--- src/rtl/conv2_window_buf.sv ---
// Three-channel line buffer producing FILTER_SIZE x FILTER_SIZE conv2 windows; window and valid_out
// appear 1 clk after the accepted bottom-right pixel; no backpressure, every valid_out must be consumed.
module conv2_window_buf #(
  parameter int CONV_BIT    = 12,
  parameter int WIDTH       = 12,
  parameter int HEIGHT      = 12,
  parameter int WIDTH_BIT   = 4,
  parameter int FILTER_SIZE = 5
) (
  input  logic                                         clk,
  input  logic                                         rst,
  input  logic                                         valid_in,
  input  logic [CONV_BIT-1:0]                          pool_in_1,
  input  logic [CONV_BIT-1:0]                          pool_in_2,
  input  logic [CONV_BIT-1:0]                          pool_in_3,
  output logic [FILTER_SIZE*FILTER_SIZE*CONV_BIT-1:0]  window_1,
  output logic [FILTER_SIZE*FILTER_SIZE*CONV_BIT-1:0]  window_2,
  output logic [FILTER_SIZE*FILTER_SIZE*CONV_BIT-1:0]  window_3,
  output logic                                         valid_out,
  output logic                                         frame_done
);

  localparam int F = FILTER_SIZE;
  localparam int L = (F - 1) * WIDTH + F;
  localparam logic [WIDTH_BIT-1:0] COL_LAST = WIDTH_BIT'(WIDTH - 1);
  localparam logic [WIDTH_BIT-1:0] ROW_LAST = WIDTH_BIT'(HEIGHT - 1);
  localparam logic [WIDTH_BIT-1:0] EDGE     = WIDTH_BIT'(F - 1);

  logic [CONV_BIT-1:0]  sr1_q [L];
  logic [CONV_BIT-1:0]  sr2_q [L];
  logic [CONV_BIT-1:0]  sr3_q [L];
  logic [WIDTH_BIT-1:0] col_q, col_d;
  logic [WIDTH_BIT-1:0] row_q, row_d;
  logic                 valid_out_q, valid_out_d;
  logic                 frame_done_q, frame_done_d;

  // Flags are judged on the pre-increment position of the pixel being accepted.
  always_comb begin
    col_d        = col_q;
    row_d        = row_q;
    valid_out_d  = 1'b0;
    frame_done_d = 1'b0;
    if (valid_in) begin
      valid_out_d  = (row_q >= EDGE) && (col_q >= EDGE);
      frame_done_d = (row_q == ROW_LAST) && (col_q == COL_LAST);
      if (col_q == COL_LAST) begin
        col_d = '0;
        row_d = (row_q == ROW_LAST) ? '0 : row_q + 1'b1;
      end else begin
        col_d = col_q + 1'b1;
      end
    end
  end

  always_ff @(posedge clk or posedge rst) begin
    if (rst) begin
      col_q        <= '0;
      row_q        <= '0;
      valid_out_q  <= 1'b0;
      frame_done_q <= 1'b0;
      for (int i = 0; i < L; i++) begin
        sr1_q[i] <= '0;
        sr2_q[i] <= '0;
        sr3_q[i] <= '0;
      end
    end else begin
      col_q        <= col_d;
      row_q        <= row_d;
      valid_out_q  <= valid_out_d;
      frame_done_q <= frame_done_d;
      if (valid_in) begin
        sr1_q[0] <= pool_in_1;
        sr2_q[0] <= pool_in_2;
        sr3_q[0] <= pool_in_3;
        for (int i = 1; i < L; i++) begin
          sr1_q[i] <= sr1_q[i-1];
          sr2_q[i] <= sr2_q[i-1];
          sr3_q[i] <= sr3_q[i-1];
        end
      end
    end
  end

  // Row r = 0 is the oldest line; taps are one WIDTH apart per row.
  for (genvar r = 0; r < F; r++) begin : g_row
    for (genvar c = 0; c < F; c++) begin : g_col
      assign window_1[((r*F)+c)*CONV_BIT +: CONV_BIT] = sr1_q[(F-1-r)*WIDTH + (F-1-c)];
      assign window_2[((r*F)+c)*CONV_BIT +: CONV_BIT] = sr2_q[(F-1-r)*WIDTH + (F-1-c)];
      assign window_3[((r*F)+c)*CONV_BIT +: CONV_BIT] = sr3_q[(F-1-r)*WIDTH + (F-1-c)];
    end
  end

  assign valid_out  = valid_out_q;
  assign frame_done = frame_done_q;

endmodule
--- config.mk ---
export PLATFORM = sky130hd
export DESIGN_NAME = conv2_window_buf
export DESIGN_NICKNAME = d
export VERILOG_FILES = /design/src/rtl/conv2_window_buf.sv
export SDC_FILE = /design/constraint.sdc
export NUM_CORES = 2
export LEC_CHECK = 0
export ABC_AREA = 1
export BUFFER_PORTS_ARGS = -buffer_cell sky130_fd_sc_hd__buf_2
export CORE_MARGIN = 3
export CORE_UTILIZATION = 52
export DETAILED_ROUTE_END_ITERATION = 8
export PLACE_DENSITY = 0.75
export SLEW_MARGIN = 20
export SYNTH_ARGS = -nofsm -noshare
export SYNTH_HDL_FRONTEND = slang
export SYNTH_SLANG_ARGS = --single-unit
--- constraint.sdc ---
create_clock -name clk -period 55.7 [get_ports clk]
set_input_delay 0 -clock clk [delete_from_list [all_inputs] [get_ports clk]]
set_output_delay 0 -clock clk [all_outputs]
set_load 0.1 [all_outputs]
; ---- Word-level counts from Yosys, hierarchy flattened
; Cells that the tools add are included.
[op_classes]
addsub = 2
multipliers = 0
div_mod_pow = 0
order_cmp = 2
n_eq_ne = 2
shifts = 0
n_mux = 4
bitwise = 0
reduce_logical = 3
[ops]
columns = cell, n
row1 = "adder 4 x 1 -> 4 bit, second input constant", 2
row2 = "== test 4 bit, second input constant", 2
row3 = "greater-or-equal comparator 4 x 3 -> 1 bit, second input constant", 2
row4 = 2-to-1 mux 4 bit, 2
row5 = logical AND 1 bit, 2
row6 = 2-to-1 mux 1 bit, 2
row7 = AND reduction 2 bit, 1
[totals]
ff_bits = 1918
latch_bits = 0
ramBits = 0
rom_bits = 0
input_bits = 39
output_inout_bits = 902
word_cells = 176
n_memories = 0

; ---- Logic depth before layout (Yosys ltp)
[logic_depth]
ltp_word = 3
depth_mapped = 8
ltp_nobuf = 6

; ---- Worst setup path before layout
; OpenSTA, ideal clock, no wires.
[synth_timing]
path_type = reg2reg
start = register col_q[0]
end = register row_q[3]
arrival_ps = 933
path_slack_ps = 54648
stages_incl_launch_ff = 7
n_path_buf = 0
cell_sequence = dfrtp_1 > ha_1 > nand2_2 > nor2_4 > nand2_1 > nand2_1 > nor2_1
[synth_between]
elab_chain_cells = 2
[synth_lines]
columns = item, line_no
row1 = start: declaration, 32  ; logic [WIDTH_BIT-1:0] col_q, col_d;
row2 = start signal: assignment, 67  ; col_q <= col_d;
row3 = == test 4 bit, 46  ; if (col_q == COL_LAST) begin
row4 = AND reduction 2 bit (no line), -
row5 = end signal: assignment, 68  ; row_q <= row_d;
row6 = end: declaration, 33  ; logic [WIDTH_BIT-1:0] row_q, row_d;
; No other way between the ends.
; A chain may end at the register's enable or synchronous reset.

==> metrics.csv <==
metric,value,unit
status,finished clean,
max-cap viol count,0,
last element of the critical path,sr1_q[515],
I/O pin count,941,
Worst-Margin Slew,1170,ps
register area share after synthesis,0.620,
pre-CTS setup slack,50570,ps
Die Span X,392,um
Reg power frac,0.416,
first-pass GRT wire length,271,mm
register bit total from synthesis,1918,
crit path launch,rst,
RSZ-0062 raised after global routing,no,
Row Count,140,
final net count,8062,
Reg2Reg Capture Point,row_q[3],
vias in the first global route,50000,
Setup WS post-layout,50410,ps
Critical Path RT,56490,ps
combinational fraction of design power,0.281,
Tcrit/Tclk final,0.0949,
Pleak,41.0,nW
largest net degree at the start of global routing,302,
Reg2Reg Depth,6,
Post-Synthesis Cells,8076,
DR iter-0 viols,4033,
die area,153000,um^2
flop2flop setup slack,54520,ps
Setup Crit Path Kind,input pin to async pin,
CTS Buf Count,189,
clk root buf,clkbuf_16,
post-CTS sizing,0,
Final min period,5290,ps
Yosys warnings,0,
Antenna Violating Nets Remaining,0,
GPL Wtd Cong,0.891,
Clock Sinks,1918,
hold slack,237,ps
Internal Power,0.00252,W
switching share of total power,0.406,
Setup TNS,0,ps
hold_buf cts,87,
antenna violations before repair,2,
Die H,392,um
gr ovfl total,0,
crit-path max FO,167,
placed cell areas,76100,um^2
setup violators final,0,
worst-skew pair later-pin latency,820,ps
sw power,0.00172,W
fin. max-slew vios,0,
H-tree depth,4,
hold crit path type,input pin to flip-flop,
via count,50900,
peak supply drop,47.5,uV
synthesized area,77400,um^2
WL final,170,mm
CP Capture Type,async pin,
CTS tree,yes,
post-synth net total,8117,
WL/cell,16.8,um
"commonest non-fill, non-tap cell in the layout",nand2_1,
Final Cell Area,83400,um^2
synth top area cells,"dfrtp_1 62%, o21ai_0 10%, nand2_1 9.7%",
Synth cell types,18,
Setup Buffers After CTS,0,
Max Root-Sink Buffers,3,
Vias per Instance,5.04,
startpoint types,input pin,
Hold Fails Final Rpt,0,
share of post-route cells with drive strength above 1,0.160,
cell taking the most area after synthesis,dfrtp_1,
most frequent cells in the layout,"1994 x nand2_1, 1918 x dfrtp_1, 1596 x o21ai_0",
Synth top area share,0.620,
Port Buffers,940,
Max Clock Skew,34.4,ps
Initial Util,0.527,
hpwl dp,110,mm
drt pass-1 iters,6,
total global-route track usage,0.219,
area grow syn2layout,7.80,%
Worst-path clk slew,60,ps
Core Area,147000,um^2
worst r2r src,col_q[1],
max_slew headroom,0.218,
CP arrival,6070,ps
Power Dens Cells,50.7,nW/um^2
# DRC,0,
mean post-synth cell area,9.58,um^2
Max Clk Rate,0.189,GHz
clock power share,0.304,
-- cells in the mapped netlist --
cell,count
buf_6,5
clkbuf_1,188
dfrtp_1,1918
o21ai_0,1596
xor2_1,1
nor3b_1,1
inv_4,1
inv_1,943
nand2_1,1994
nand3_1,4
nor2_4,1
a21oi_1,2
ha_1,2
buf_4,968
nor2_1,9
o21ai_1,279
nand2_2,1
buf_2,163
-- power by group through the flow --
stage / clock (W) / combinational [W] / sequential, W
3_3_place_gp: 0 / 0.00117 / 0.00177
2_1_floorplan: 0 / 0.00115 / 0.00174
3_5_place_dp: 0 / 0.00119 / 0.00178
5_1_grt: 0.00137 / 0.00125 / 0.00178
6_report: 0.00129 / 0.00119 / 0.00176
4_1_cts: 0.00131 / 0.00119 / 0.00176
-- stage by stage --
stage	cells	total power, W	utilization
2_1_floorplan	8076	0.00289	-
3_3_place_gp	9659	0.00294	0.519
3_5_place_dp	9659	0.00296	0.519
4_1_cts	10100	0.00426	0.568
5_1_grt	10100	0.00441	0.568
6_report	10100	0.00423	0.568
-- area by class of cell --
class,count,area (um^2)
clock inverters,74,816
flip-flops and latches,1918,48000
repair buffers,1078,6080
inverters,944,3570
fillers,12200,63400
well taps,1917,2400
clock buffers,275,5560
multi-input cells,3890,17000
diodes,1,2.50
-- flip-flops by register name, indices dropped and copies added (netlist names) --
| register | count |
|---|---|
| frame_done | 1 |
| window_1 | 300 |
| row_q | 4 |
| col_q | 4 |
| valid_out | 1 |
| window_2 | 300 |
| sr2_q | 336 |
| sr1_q | 336 |
| window_3 | 300 |
| sr3_q | 336 |
-- how the worst min path moves through the flow --
stage,to,cells after the start,startpoint
finish,window_3[36],4,valid_in
global route,window_3[225],4,valid_in
CTS,window_3[220],4,valid_in
detailed placement,window_2[291],3,pool_in_2[3]
global placement,window_2[293],3,pool_in_2[5]
floorplan,window_1[288],2,pool_in_1[0]
-- logic make-up after synthesis --
kind of cell             synth area share
adder cells (fa/ha/maj)          0.000323
flip-flops                          0.620
AND/OR/NAND/NOR                    0.0977
buffers and inverters               0.160
AO/OA/AOI/OAI                       0.121
XOR/XNOR                         0.000113
-- routing by layer --
layer  GRT usage  vias up  part of all wire
li1            -    24100                 -
met1       0.298    25100              0.43
met2       0.348     1388              0.48
met3      0.0455      329             0.059
met4      0.0826        0             0.037
met5           0        -                 0
-- worst max-delay path, stage by stage --
cell and delay [ps]:
dlygate4sd3_1 530, buf_2 120, dlygate4sd3_1 630, inv_8 540, buf_4 690, buf_4 750
buf_12 650, buf_4 870, buf_4 840
No activity file was read; power rests on OpenSTA's default activity.
